===== config.mk =====
export PLATFORM = sky130hd
export DESIGN_NAME = mandelbrot_iter_unit
export DESIGN_NICKNAME = d
export VERILOG_FILES = /design/src/rtl/mandelbrot_iter_unit.sv
export SDC_FILE = /design/constraint.sdc
export NUM_CORES = 1
export LEC_CHECK = 0
export CAP_MARGIN = 25
export CORE_UTILIZATION = 49
export DETAILED_ROUTE_END_ITERATION = 7
export HOLD_SLACK_MARGIN = 0.06
export MAX_ROUTING_LAYER = met4
export PLACE_DENSITY = 0.7
export SLEW_MARGIN = 5
export SYNTH_ARGS = -nofsm -noshare
export SYNTH_HDL_FRONTEND = slang
export SYNTH_SLANG_ARGS = --single-unit

===== constraint.sdc =====
create_clock -name clk -period 10.6 [get_ports clk]
set_input_delay 3.18 -clock clk [delete_from_list [all_inputs] [get_ports clk]]
set_output_delay 3.18 -clock clk [all_outputs]
set_load 0.005 [all_outputs]

===== src/rtl/mandelbrot_iter_unit.sv =====
// mandelbrot_iter_unit
// Sequential escape-time engine for a single pixel. A point is accepted in
// IDLE, iterated z <- z^2 + c one step per clock in signed 2.(WIDTH-2) fixed
// point, and the final iteration count is presented in DONE until taken.
// Mandelbrot mode starts from z = 0; Julia mode starts from the supplied z0.

module mandelbrot_iter_unit #(
    parameter int WIDTH     = 8,
    parameter int CNT_WIDTH = 8
) (
    input  logic                 clk,
    input  logic                 rst,
    input  logic                 in_valid,
    output logic                 in_ready,
    input  logic                 in_julia,
    input  logic [WIDTH-1:0]     in_cr,
    input  logic [WIDTH-1:0]     in_ci,
    input  logic [WIDTH-1:0]     in_zr,
    input  logic [WIDTH-1:0]     in_zi,
    input  logic [CNT_WIDTH-1:0] in_max_iter,
    output logic                 out_valid,
    input  logic                 out_ready,
    output logic [CNT_WIDTH-1:0] out_iter,
    output logic                 out_escaped
);

    // Extended width: products need 2*WIDTH bits, the difference/sum of two
    // products one more, and the added c one more; a little extra headroom
    // keeps every intermediate free of wrap-around.
    localparam int EW = 2 * WIDTH + 4;

    // 4.0 in the scale of (m1 + m2) >> (WIDTH-2), i.e. 2^WIDTH.
    localparam logic signed [EW-1:0] C_FOUR =
        {{(EW-WIDTH-1){1'b0}}, 1'b1, {WIDTH{1'b0}}};
    // Representable coordinate range [-2^(WIDTH-1), 2^(WIDTH-1)-1].
    localparam logic signed [EW-1:0] C_MAX =
        {{(EW-WIDTH+1){1'b0}}, {(WIDTH-1){1'b1}}};
    localparam logic signed [EW-1:0] C_MIN =
        {{(EW-WIDTH+1){1'b1}}, {(WIDTH-1){1'b0}}};

    typedef enum logic [1:0] {
        S_IDLE = 2'd0,
        S_ITER = 2'd1,
        S_DONE = 2'd2
    } state_t;

    state_t                r_state;
    state_t                w_next_state;

    logic [WIDTH-1:0]      r_zr;
    logic [WIDTH-1:0]      r_zi;
    logic [WIDTH-1:0]      r_cr;
    logic [WIDTH-1:0]      r_ci;
    logic [CNT_WIDTH-1:0]  r_count;
    logic [CNT_WIDTH-1:0]  r_max_iter;
    logic [CNT_WIDTH-1:0]  r_out_iter;
    logic                  r_out_escaped;

    logic signed [EW-1:0]  w_zr_x;
    logic signed [EW-1:0]  w_zi_x;
    logic signed [EW-1:0]  w_cr_x;
    logic signed [EW-1:0]  w_ci_x;
    logic signed [EW-1:0]  w_m1;
    logic signed [EW-1:0]  w_m2;
    logic signed [EW-1:0]  w_m3;
    logic signed [EW-1:0]  w_diff;
    logic signed [EW-1:0]  w_mag;
    logic signed [EW-1:0]  w_nzr_x;
    logic signed [EW-1:0]  w_nzi_x;
    logic                  w_size;
    logic                  w_ovf;
    logic                  w_escape;
    logic                  w_limit;

    // Sign-extend the registered operands into the wide datapath.
    assign w_zr_x = {{(EW-WIDTH){r_zr[WIDTH-1]}}, r_zr};
    assign w_zi_x = {{(EW-WIDTH){r_zi[WIDTH-1]}}, r_zi};
    assign w_cr_x = {{(EW-WIDTH){r_cr[WIDTH-1]}}, r_cr};
    assign w_ci_x = {{(EW-WIDTH){r_ci[WIDTH-1]}}, r_ci};

    assign w_m1    = w_zr_x * w_zr_x;
    assign w_m2    = w_zi_x * w_zi_x;
    assign w_m3    = w_zr_x * w_zi_x;
    assign w_diff  = w_m1 - w_m2;
    assign w_nzr_x = (w_diff >>> (WIDTH - 2)) + w_cr_x;
    // 2*zr*zi rescaled: the factor two folds into one less bit of shift.
    assign w_nzi_x = (w_m3 >>> (WIDTH - 3)) + w_ci_x;
    assign w_mag   = (w_m1 + w_m2) >>> (WIDTH - 2);

    assign w_size   = (w_mag > C_FOUR);
    assign w_ovf    = (w_nzr_x > C_MAX) || (w_nzr_x < C_MIN) ||
                      (w_nzi_x > C_MAX) || (w_nzi_x < C_MIN);
    assign w_escape = w_size || w_ovf;
    assign w_limit  = (r_count == r_max_iter);

    assign in_ready    = (r_state == S_IDLE);
    assign out_valid   = (r_state == S_DONE);
    assign out_iter    = r_out_iter;
    assign out_escaped = r_out_escaped;

    // State register with synchronous reset.
    always_ff @(posedge clk) begin
        if (rst) begin
            r_state <= S_IDLE;
        end else begin
            r_state <= w_next_state;
        end
    end

    // Next-state selection: accept, iterate until escape or limit, hand off.
    always_comb begin
        w_next_state = r_state;
        case (r_state)
            S_IDLE: begin
                if (in_valid) begin
                    w_next_state = S_ITER;
                end else begin
                    w_next_state = S_IDLE;
                end
            end
            S_ITER: begin
                if (w_escape || w_limit) begin
                    w_next_state = S_DONE;
                end else begin
                    w_next_state = S_ITER;
                end
            end
            S_DONE: begin
                if (out_ready) begin
                    w_next_state = S_IDLE;
                end else begin
                    w_next_state = S_DONE;
                end
            end
            default: begin
                w_next_state = S_IDLE;
            end
        endcase
    end

    // Operand capture, z/count update and result registers.
    always_ff @(posedge clk) begin
        if (rst) begin
            r_zr          <= {WIDTH{1'b0}};
            r_zi          <= {WIDTH{1'b0}};
            r_cr          <= {WIDTH{1'b0}};
            r_ci          <= {WIDTH{1'b0}};
            r_count       <= {CNT_WIDTH{1'b0}};
            r_max_iter    <= {CNT_WIDTH{1'b0}};
            r_out_iter    <= {CNT_WIDTH{1'b0}};
            r_out_escaped <= 1'b0;
        end else begin
            case (r_state)
                S_IDLE: begin
                    if (in_valid) begin
                        r_cr       <= in_cr;
                        r_ci       <= in_ci;
                        r_max_iter <= in_max_iter;
                        r_count    <= {CNT_WIDTH{1'b0}};
                        r_zr       <= in_julia ? in_zr : {WIDTH{1'b0}};
                        r_zi       <= in_julia ? in_zi : {WIDTH{1'b0}};
                    end
                end
                S_ITER: begin
                    // Escape is tested before the limit, so the z reached at
                    // count == N is still checked for escape.
                    if (w_escape) begin
                        r_out_iter    <= r_count;
                        r_out_escaped <= 1'b1;
                    end else if (w_limit) begin
                        r_out_iter    <= r_max_iter;
                        r_out_escaped <= 1'b0;
                    end else begin
                        r_zr    <= w_nzr_x[WIDTH-1:0];
                        r_zi    <= w_nzi_x[WIDTH-1:0];
                        r_count <= r_count + {{(CNT_WIDTH-1){1'b0}}, 1'b1};
                    end
                end
                S_DONE: begin
                    r_out_iter    <= r_out_iter;
                    r_out_escaped <= r_out_escaped;
                end
                default: begin
                    r_count <= {CNT_WIDTH{1'b0}};
                end
            endcase
        end
    end

endmodule


==> summary.md <==
| Metric | Value |
|---|---|
| Status | finished, final reports clean |
| Peak VDD IR | roughly 0.12 mV |
| Area Growth Syn to Fin | 8.98% |
| Final antenna-violating net count | 0 |
| Placed wire-length estimate | roughly 21000 µm |
| CTS Sinks | just under 60 |
| Core Area | 0.0221 mm² |
| RSZ-0062 raised after global routing | false |
| Number of I/O pins | 56 |
| Final setup skew | around 0.0076 ns |
| HP Class | register to register |
| Max Cap Viol | 0 |
| Largest net degree at the start of global routing | 50 |
| TritonCTS Buffers | 9 |
| Diode count | 0 |
| Clock share of power | between 10% and 20% |
| Switching power | 0.00106 W |
| Synth unique cells | 67 |
| Total power | between 0.002 and 0.0025 W |
| Initial antenna violation count | 0 |
| Post-synthesis sequential area ratio | about a tenth |
| Worst EP required | between 10 and 15 ns |
| Post-synth EDFFs | 0 |
| CTS tree | done |
| Post-CTS resize count | 0 |
| Die area | about 0.023 mm² |
| GRT overflow | 0 |
| Top cell by count, worst path | inv_1 |
| End-of-flow core utilization | between 50% and 60% |
| Comb power frac | a little over 70% |
| Final period util | a little under 90% |
| Slew Limit Headroom | approximately a third |
| Max clock buf depth | 2 |
| Clk slew on worst S/H paths | ~0.060 ns |
| # port buffers | 55 |
| Leak pwr | 5.96 nW |
| Commonest non-fill, non-tap cell in the layout | inv_1 |
| CTS Root Buffer Type | clkbuf_16 |
| Vias in the first global route | between 8000 and 9000 |
| Flop pwr share | 13.4% |
| Fin nets | 1685 |
| CP max stage cell | dfxtp_1 |
| PD cells | ~170 mW/mm² |
| Remaining DRCs | 0 |
| Final Max Tran Viols | 0 |
| WL/cell | 15.5 µm |
| Internal Power | between 0.001 and 0.0015 W |
| Die Y | 153 µm |
| Router iterations before antenna repair | 5 |
| Final worst path period need | around 9.2 ns |
| Syn Std Cell Area | between 0.01 and 0.015 mm² |
| Arrival time at the worst endpoint | 9.46 ns |
| Routed WL | ~26000 µm |
| Later-pin clock latency in the skew report | 0.33 ns |
| CP Max Fanout | 21 |
| Routed vias/inst | 5.36 |
| First-pass GRT wire length | around 44000 µm |
| Layout cell share with drive strength beyond 1 | about 3.3% |
| Total GRT Usage | a little under a quarter |
| Main synth FF type | dfxtp_1 |
| Post-CTS setup repair buffer count | 0 |
| Crit path kind | register to register |
| Row count | 54 |
| Via count | slightly below 9000 |
| FMAX | ~110 MHz |
| Hold Vio Cnt, Final | 0 |
| CP endpoint kind | register |
| Syn avg cell area | 8.26 µm² |
| H-Tree Depth | 3 |
| GPL Wtd Cong | roughly 0.88 |
| Slowest stage delay, CP | about 0.76 ns |
| Die X | between 150 and 200 µm |
| Initial Util | 50.6% |
| Final setup fails | 0 |
| Yosys Warn Count | 0 |
| Most frequent cells in the layout | inv_1, fa_1, ha_1 |
| Syn_nets | between 1500 and 2000 |
| Asr flop ratio synth | 0% |
| Post-synthesis register bit count | 59 |
| CTS Hold Bufs | 0 |
| Setup tns final | 0 ns |
| Drt first-iter violations | 457 |
| Switching share of total power | 50.2% |
| Synth Instances | ~1400 |
| Worst setup SP type | register |
| Worst Tran Pin Value | roughly 0.99 ns |
==> metrics by stage <==
| stage | worst slack, ns | cells | hold WS (ns) | cell area [µm²] |
|---|---|---|---|---|
| 5_1_grt | 0.483 | 1652 | 0.477 | 12200 |
| 4_1_cts | 1.41 | 1652 | 0.466 | 12200 |
| 3_3_place_gp | 1.68 | 1636 | 0.457 | 11900 |
| 6_report | 1.40 | 1652 | 0.460 | 12200 |
| 2_1_floorplan | 2.78 | 1353 | 0.441 | 11200 |
| 3_5_place_dp | 1.43 | 1636 | 0.456 | 11900 |
==> registers in the layout, indices dropped and copies added, names as in the netlist <==
signal       count
out_iter         8
r_cr             8
r_ci             8
r_zr             8
r_count          8
r_max_iter       8
r_state          2
out_escaped      1
r_zi             8
==> Yosys cell counts (3+ instances only) <==
cell	number	area share, %
ha_1	135	15
nor3_1	15	0.67
or4_1	5	0.34
dfxtp_1	59	11
a2111oi_0	3	0.24
and2_1	60	3.4
o21bai_1	17	1.1
xor2_1	30	2.4
nand4_1	4	0.22
o21ai_0	46	2.1
mux2i_1	11	0.98
o31ai_1	6	0.40
inv_1	239	8.0
a31o_2	7	0.55
xnor2_1	64	5.0
clkbuf_1	51	1.7
nand3_1	18	0.81
fa_1	138	25
buf_6	3	0.30
o21a_1	3	0.20
o2111ai_1	5	0.39
a31oi_1	5	0.28
a21o_1	15	1.0
a311oi_1	6	0.47
and3_1	10	0.56
nand2b_1	19	1.1
a21oi_1	89	4.0
nor2_1	75	2.5
a211oi_1	16	1.1
buf_2	3	0.13
nand2_1	119	4.0
nor2b_1	11	0.62
nor4_1	5	0.28
or3_1	7	0.39
o211ai_1	7	0.47
a211o_1	5	0.39
==> worst paths after layout <==
kind	endpoint	slack [ns]	cells after the start	start
worst min register to register	r_ci[3]	0.46	2	r_ci[3]
worst max register to register	r_count[5]	1.40	35	r_zi[7]
worst min-delay path	r_ci[3]	0.46	2	r_ci[3]
worst max-delay path	r_count[5]	1.40	35	r_zi[7]
==> critical path, delay by kind of cell, from the launching register on <==
| family | cells | cell delay, ns |
|---|---|---|
| compound gates | 10 | 1.93 |
| xor+xnor | 3 | 0.46 |
| fa+ha+maj | 7 | 2.80 |
| buf+inv | 6 | 0.53 |
| flops | 1 | 0.76 |
| simple gates | 9 | 2.64 |
==> cells by family (layout without fill, tap and decap cells) <==
group / Yosys count / in the layout / synth area share [%]
AO/OA/AOI/OAI: 254 / 254 / 15.0
XOR/XNOR: 94 / 94 / 7.36
adder cells (fa/ha/maj): 273 / 273 / 39.8
buffers and inverters: 299 / 318 / 10.3
flip-flops: 59 / 59 / 10.6
multiplexers: 13 / 13 / 1.19
AND/OR/NAND/NOR: 361 / 361 / 15.8
==> power groups by stage <==
stage	Sequential [W]	Clock (W)	Combinational, W
after floorplan	0.000258	0	0.00120
after global placement	0.000288	0	0.00151
after detailed placement	0.000288	0	0.00152
after CTS	0.000284	0.000301	0.00154
after global routing	0.000288	0.000313	0.00174
final	0.000285	0.000298	0.00154
==> layer usage <==
metal | global-route usage (%) | vias up | share of wire, %
met5 | - | - | 0
met4 | 5.29 | 0 | 1.7
met3 | 2.89 | 25 | 3.7
met2 | 37.9 | 148 | 47
met1 | 32.5 | 4260 | 48
li1 | - | 4416 | -
==> cell type report <==
class,count,area [µm²]
Fill cell,2104,9910
Clock inverter,7,77.6
Timing Repair Buffer,62,598
Inverter,240,901
Multi-Input combinational cell,995,8850
Clock buffer,9,225
Tap cell,280,350
Sequential cell,59,1180
Note: power is estimated with default switching activity, not from simulation.
